[config.mk]
export PLATFORM = sky130hd
export DESIGN_NAME = fifo_drain_ctrl
export DESIGN_NICKNAME = d
export VERILOG_FILES = /design/src/rtl/fifo_drain_pkg.sv /design/src/rtl/fifo_out_buf.sv /design/src/rtl/fifo_drain_ctrl.sv
export SDC_FILE = /design/constraint.sdc
export NUM_CORES = 1
export LEC_CHECK = 0
export ABC_AREA = 1
export BUFFER_PORTS_ARGS = -buffer_cell sky130_fd_sc_hd__buf_4
export CAP_MARGIN = 20
export CORE_MARGIN = 2
export CORE_UTILIZATION = 56
export DETAILED_ROUTE_END_ITERATION = 8
export PLACE_DENSITY_LB_ADDON = 0.3
export SYNTH_ARGS = -nofsm -noshare
export SYNTH_HDL_FRONTEND = slang
export SYNTH_SLANG_ARGS = --single-unit
[constraint.sdc]
create_clock -name clk_in -period 2.9 [get_ports clk_in]
set_input_delay 0.87 -clock clk_in [delete_from_list [all_inputs] [get_ports clk_in]]
set_output_delay 0.87 -clock clk_in [all_outputs]
set_load 0.01 [all_outputs]
[src/rtl/fifo_drain_pkg.sv]
// Shared types and constants for the FIFO read-side drain controller.
package fifo_drain_pkg;

  typedef enum logic {DRAIN_IDLE, DRAIN_ACTIVE} drain_state_e;

  localparam int SKID_DEPTH = 2;

  // Counter width able to hold 0..n-1, never narrower than one bit.
  function automatic int cnt_w(input int n);
    return (n <= 2) ? 1 : $clog2(n);
  endfunction

endpackage

[src/rtl/fifo_out_buf.sv]
// Two-entry in-order output buffer; head entry drives the output stream.
module fifo_out_buf
  import fifo_drain_pkg::*;
#(
  parameter int DATA_WIDTH = 32
) (
  input  logic                  clk_in,
  input  logic                  areset_b,
  input  logic                  push,
  input  logic [DATA_WIDTH-1:0] push_data,
  input  logic                  pop,
  output logic [1:0]            occ,
  output logic [DATA_WIDTH-1:0] head_data,
  output logic                  head_valid
);

  logic [DATA_WIDTH-1:0] slot0;
  logic [DATA_WIDTH-1:0] slot1;
  logic                  do_pop;
  logic                  do_push;

  always_comb begin
    do_pop  = pop & (occ != 2'd0);
    do_push = push & ((occ != 2'(SKID_DEPTH)) | do_pop);
  end

  // slot0 only changes on a pop or on a push into an empty buffer, so the
  // head word is held while it waits for the consumer.
  always_ff @(posedge clk_in or negedge areset_b) begin
    if (!areset_b) begin
      occ   <= 2'd0;
      slot0 <= '0;
      slot1 <= '0;
    end else begin
      unique case ({do_push, do_pop})
        2'b10: begin
          if (occ == 2'd0) slot0 <= push_data;
          else             slot1 <= push_data;
          occ <= occ + 2'd1;
        end
        2'b01: begin
          slot0 <= slot1;
          occ   <= occ - 2'd1;
        end
        2'b11: begin
          if (occ == 2'd1) begin
            slot0 <= push_data;
          end else begin
            slot0 <= slot1;
            slot1 <= push_data;
          end
        end
        default: ;
      endcase
    end
  end

  assign head_data  = slot0;
  assign head_valid = (occ != 2'd0);

endmodule

[src/rtl/fifo_drain_ctrl.sv]
// Read-side drain controller: bursts FIFO reads on threshold, flush request or
// (with FIFO_DRAIN_TIMEOUT_EN defined) an idle timeout, into a valid/ready stream.
module fifo_drain_ctrl
  import fifo_drain_pkg::*;
#(
  parameter int DATA_WIDTH     = 32,
  parameter int BURST_LEN      = 2,
  parameter int TIMEOUT_CYCLES = 16,
  parameter int CNT_WIDTH      = 16
) (
  input  logic                  clk_in,
  input  logic                  areset_b,
  input  logic                  fifo_empty_ind,
  input  logic                  fifo_threshold_ind,
  input  logic [DATA_WIDTH-1:0] fifo_data_out,
  output logic                  fifo_trans_read,
  input  logic                  drain_req,
  output logic                  m_valid,
  output logic [DATA_WIDTH-1:0] m_data,
  input  logic                  m_ready,
  output logic                  busy,
  output logic [CNT_WIDTH-1:0]  words_drained,
  output drain_state_e          dbg_state
);

  if (BURST_LEN < 1 || TIMEOUT_CYCLES < 1) begin : g_bad_params
    $error("fifo_drain_ctrl: BURST_LEN and TIMEOUT_CYCLES must be at least 1");
  end

  localparam int BC_W = $clog2(BURST_LEN + 1);

  drain_state_e    state;
  drain_state_e    state_nxt;
  logic            flush_mode;
  logic            flush_nxt;
  logic [BC_W-1:0] burst_cnt;
  logic [BC_W:0]   burst_sum;
  logic            burst_hit;
  logic            exit_cond;
  logic            rd;
  logic            pop;
  logic            timeout_hit;
  logic [1:0]      occ;
  logic            head_valid;

  // Stream handshake: a word transfers on every edge where m_valid and
  // m_ready are both high; m_valid never depends on m_ready, and m_data is
  // held while m_valid is high and m_ready is low.
  assign pop = m_valid & m_ready;

  // occ==2 blocks the read even if a pop is pending, so m_ready has no
  // combinational path to the FIFO strobe.
  assign rd = (state == DRAIN_ACTIVE) & ~fifo_empty_ind & (occ != 2'(SKID_DEPTH));

  assign burst_sum = {1'b0, burst_cnt} + {{BC_W{1'b0}}, rd};
  assign burst_hit = (burst_sum >= (BC_W + 1)'(BURST_LEN));

  // A drain_req arriving in the last burst cycle keeps the burst going.
  assign exit_cond = (state == DRAIN_ACTIVE) &
                     (fifo_empty_ind | (burst_hit & ~flush_mode & ~drain_req));

`ifdef FIFO_DRAIN_TIMEOUT_EN
  localparam int TO_W = cnt_w(TIMEOUT_CYCLES);
  localparam logic [TO_W-1:0] TO_LAST = TO_W'(TIMEOUT_CYCLES - 1);

  logic [TO_W-1:0] to_cnt;

  always_ff @(posedge clk_in or negedge areset_b) begin
    if (!areset_b) begin
      to_cnt <= '0;
    end else if ((state == DRAIN_ACTIVE) || fifo_empty_ind) begin
      to_cnt <= '0;
    end else if (to_cnt != TO_LAST) begin
      to_cnt <= to_cnt + TO_W'(1);
    end
  end

  assign timeout_hit = (state == DRAIN_IDLE) & ~fifo_empty_ind & (to_cnt == TO_LAST);
`else
  assign timeout_hit = 1'b0;
`endif

  always_comb begin
    state_nxt = state;
    flush_nxt = flush_mode;
    unique case (state)
      DRAIN_IDLE: begin
        if (fifo_threshold_ind || drain_req || timeout_hit) state_nxt = DRAIN_ACTIVE;
      end
      DRAIN_ACTIVE: begin
        if (exit_cond) state_nxt = DRAIN_IDLE;
      end
      default: state_nxt = DRAIN_IDLE;
    endcase
    // Exiting on an empty FIFO already satisfies any flush, so exit wins.
    if (exit_cond)      flush_nxt = 1'b0;
    else if (drain_req) flush_nxt = 1'b1;
  end

  always_ff @(posedge clk_in or negedge areset_b) begin
    if (!areset_b) begin
      state      <= DRAIN_IDLE;
      flush_mode <= 1'b0;
    end else begin
      state      <= state_nxt;
      flush_mode <= flush_nxt;
    end
  end

  // Held at zero while idle, so every burst starts from zero; saturates
  // during long flushes.
  always_ff @(posedge clk_in or negedge areset_b) begin
    if (!areset_b) begin
      burst_cnt <= '0;
    end else if (state == DRAIN_IDLE) begin
      burst_cnt <= '0;
    end else if (rd && (burst_cnt != {BC_W{1'b1}})) begin
      burst_cnt <= burst_cnt + BC_W'(1);
    end
  end

  always_ff @(posedge clk_in or negedge areset_b) begin
    if (!areset_b) begin
      words_drained <= '0;
    end else if (pop) begin
      words_drained <= words_drained + CNT_WIDTH'(1);
    end
  end

  fifo_out_buf #(
    .DATA_WIDTH (DATA_WIDTH)
  ) u_out_buf (
    .clk_in     (clk_in),
    .areset_b   (areset_b),
    .push       (rd),
    .push_data  (fifo_data_out),
    .pop        (pop),
    .occ        (occ),
    .head_data  (m_data),
    .head_valid (head_valid)
  );

  assign m_valid         = head_valid;
  assign fifo_trans_read = rd;
  assign busy            = (state == DRAIN_ACTIVE) | (occ != 2'd0);
  assign dbg_state       = state;

endmodule

==> metrics.yaml <==
layout:
  diodes: 0
  syn_to_final_growth_pct: 21.12
  nNetsFinal: 786
  layout-drive-gt1-share_pct: 17.16
drt:
  via_per_inst: 5.330
  firstDrtPassIters: 6
  drt-initial-drc-count: 298
  routed_wl_mm: 11.44
  vias: 4536
  drt-wirelength-per-cell_um: 13.45
  drcViolationCount: 0
  ant_nets: 0
die:
  die_w_um: 95.66
  coreArea_um2: 8175
  die_y_um: 95.66
  rows: 33
  start_util_pct: 57.55
  die-area_um2: 9150
  pin_count: 90
clock_tree:
  hold_buffers: 0
  cts_buffers: 9
  clock_sinks: 86
  cts-resized-gates: 0
  cts_tree: "yes"
  clk_latency_ns: 0.36
  htreeDepth: 3
  root_buffer: "clkbuf_8"
  clk_pin_slew_ns: 0.09
  clk_path_buf_depth: 2
  post_cts_buffers: 0
power_and_ir_drop:
  ir_drop_v: 0.0006887
  p_leak_uw: 0.003135
  powerDensity_nw_per_um2: 1003
  fin_total_pwr_uw: 5715
timing:
  final_max_slew_viol_count: 0
  hold_violations: 0
  fmaxAchievable_ghz: 0.4325
  setup_tns_ns: 0
  setup_viol: 0
  worst_slack_ns: 0.5877
  fin_worst_skew_ns: 0.01023
  relSlewSlack_pct: 30.44
  tightest_slew_ns: 1.042
  rsz0062_at_grt: "false"
  fin_crit_sh_pct: 79.74
  layout_min_cycle_time_ns: 2.312
worst_hold_path:
  holdPathStages: 2
  hold_end: "u_out_buf.head_data[12]"
  hp-start: "u_out_buf.head_data[12]"
  hold_class: "reg2reg"
setup_path:
  cpMostUsedCell: "inv_1"
  crit_path_end_kind: "output pin"
  crit_path_start: "u_out_buf.occ[0]"
  startpoint_type: "flip-flop"
  crit_fanout: 4
  crit_arrival_ns: 1.44
  critical_path.slowest_cell: "dfrtp_1"
  crit_type: "reg2out"
  timing.rr.start: "u_out_buf.occ[0]"
  r2r_end: "u_out_buf.head_data[29]"
  crit_chain: "inv_1 -> ha_1 -> inv_1 -> buf_4"
  rrSetupSlack_ns: 0.76
  crit_required_ns: 2.03
  r2r_cells: 7
  max_stage_delay_ns: 0.39
yosys:
  ys_seq_area_share_pct: 45.74
  syn_inst: 664
  syn_area_um2: 4705
  syn-num-nets: 709
  synth_cell_types: 22
  synth-seq-cells: 86
  ys_warn_count: 0
  postSynthAreaPerCell_um2: 7.085
grt:
  grt_use_total_pct: 26.65
  grt_max_degree: 56
  antenna_found_initial: 0
  grt-ovfl-total: 0
  grt_pass1_wl_mm: 19.26
  grt_pass1_vias: 4273
place:
  dpl.hpwl_mm: 7.687
  gp_congestion: 0.7876
  pre_cts_slack_ns: 0.5040
  port_buffers: 89
run:
  max-cap-violations: 0
outcome:
  status: "finished clean"
[state kept, by name, indices dropped and copies added (netlist names)]
name                 flops
u_out_buf.occ            2
u_out_buf.head_data     32
u_out_buf.slot1         32
burst_cnt                2
dbg_state                1
words_drained           16
flush_mode               1
[cell type report]
type | count | area (um^2)
multi-input cells | 481 | 2171
repair buffers | 103 | 785.8
flip-flops and latches | 86 | 2152
fillers | 661 | 2477
inverters | 60 | 225.2
well taps | 105 | 131.4
clock inverters | 5 | 81.33
clock buffers | 11 | 151.4
[through the flow]
stage,hold slack (ns),instance area (um^2),instances,util [%]
after floorplan,0.4705,4705,664,-
after global placement,0.4633,5465,835,66.85
after detailed placement,0.4667,5465,835,66.85
after CTS,0.4891,5698,851,69.70
after global routing,0.5075,5698,851,69.70
final,0.4842,5698,851,69.70
[worst max-delay path: cells and delay by family, from the launching register on]
| family | cells | cell delay, ns |
|---|---|---|
| flops | 1 | 0.39 |
| fa+ha+maj | 1 | 0.25 |
| buf+inv | 3 | 0.46 |
[power by group]
group          internal [uW]  total, uW  switching [uW]
clock network            533        974             442
logic                   1070       2640            1570
registers               1710       2100             389
[routing by layer]
layer  global-route usage [%]  vias to the layer above  part of all wire, %  routed length (um)
met5                        0                        -                    0                   0
li1                         -                     2234                    -                   -
met4                    10.95                        0                  1.6                 184
met3                    3.557                       16                  6.6                 759
met2                    44.00                      177                   49                5589
met1                    35.49                     2109                   43                4910
[cells in the mapped netlist, drive strengths merged]
master	number	area share, %
nand4	6	0.80
xnor2	6	1.1
dfrtp	86	46
nor3	3	0.56
nand2	294	23
o21ai	39	4.2
nor2	12	1.0
clkbuf	14	1.1
buf	23	2.4
nand3b	2	0.32
nand3	73	8.0
o22ai	1	0.13
a21oi	32	3.4
xor2	6	1.1
ha	7	1.9
inv	60	4.8
[cells by family after synthesis]
kind of cell / count (synthesis) / share of synthesized area (%)
xor+xnor: 12 / 2.234
compound gates: 72 / 7.766
buf+inv: 97 / 8.271
simple gates: 390 / 34.12
fa+ha+maj: 7 / 1.862
flops: 86 / 45.74
[worst max-delay path by stage]
stage	end	slack (ns)	cells past startpoint
final	m_valid	0.59	4
after CTS	m_valid	0.57	4
after global placement	u_out_buf.head_data[6]	0.54	7
after floorplan	u_out_buf.slot1[0]	0.59	11
after detailed placement	u_out_buf.head_data[14]	0.50	7
after global routing	m_valid	0.52	4
[cell usage in the layout (no fill, tap or decap)]
master      instances
bufinv_16           2
buf_4             102
xnor2_1             6
clkbuf_8           11
nand4_1             6
xor2_1              6
clkinvlp_4          1
inv_1              56
nor3_4              1
o22ai_1             1
nand2_1           294
clkinv_2            1
dfrtp_1            86
nand3_2             2
buf_12              1
ha_1                7
clkinv_4            1
a21oi_1            32
nor3_1              2
nor2_1             11
inv_2               4
o21ai_4             1
nand3b_1            2
nor2_2              1
o21ai_0            38
nand3_1            71
Power figures use the tool's default switching activity.
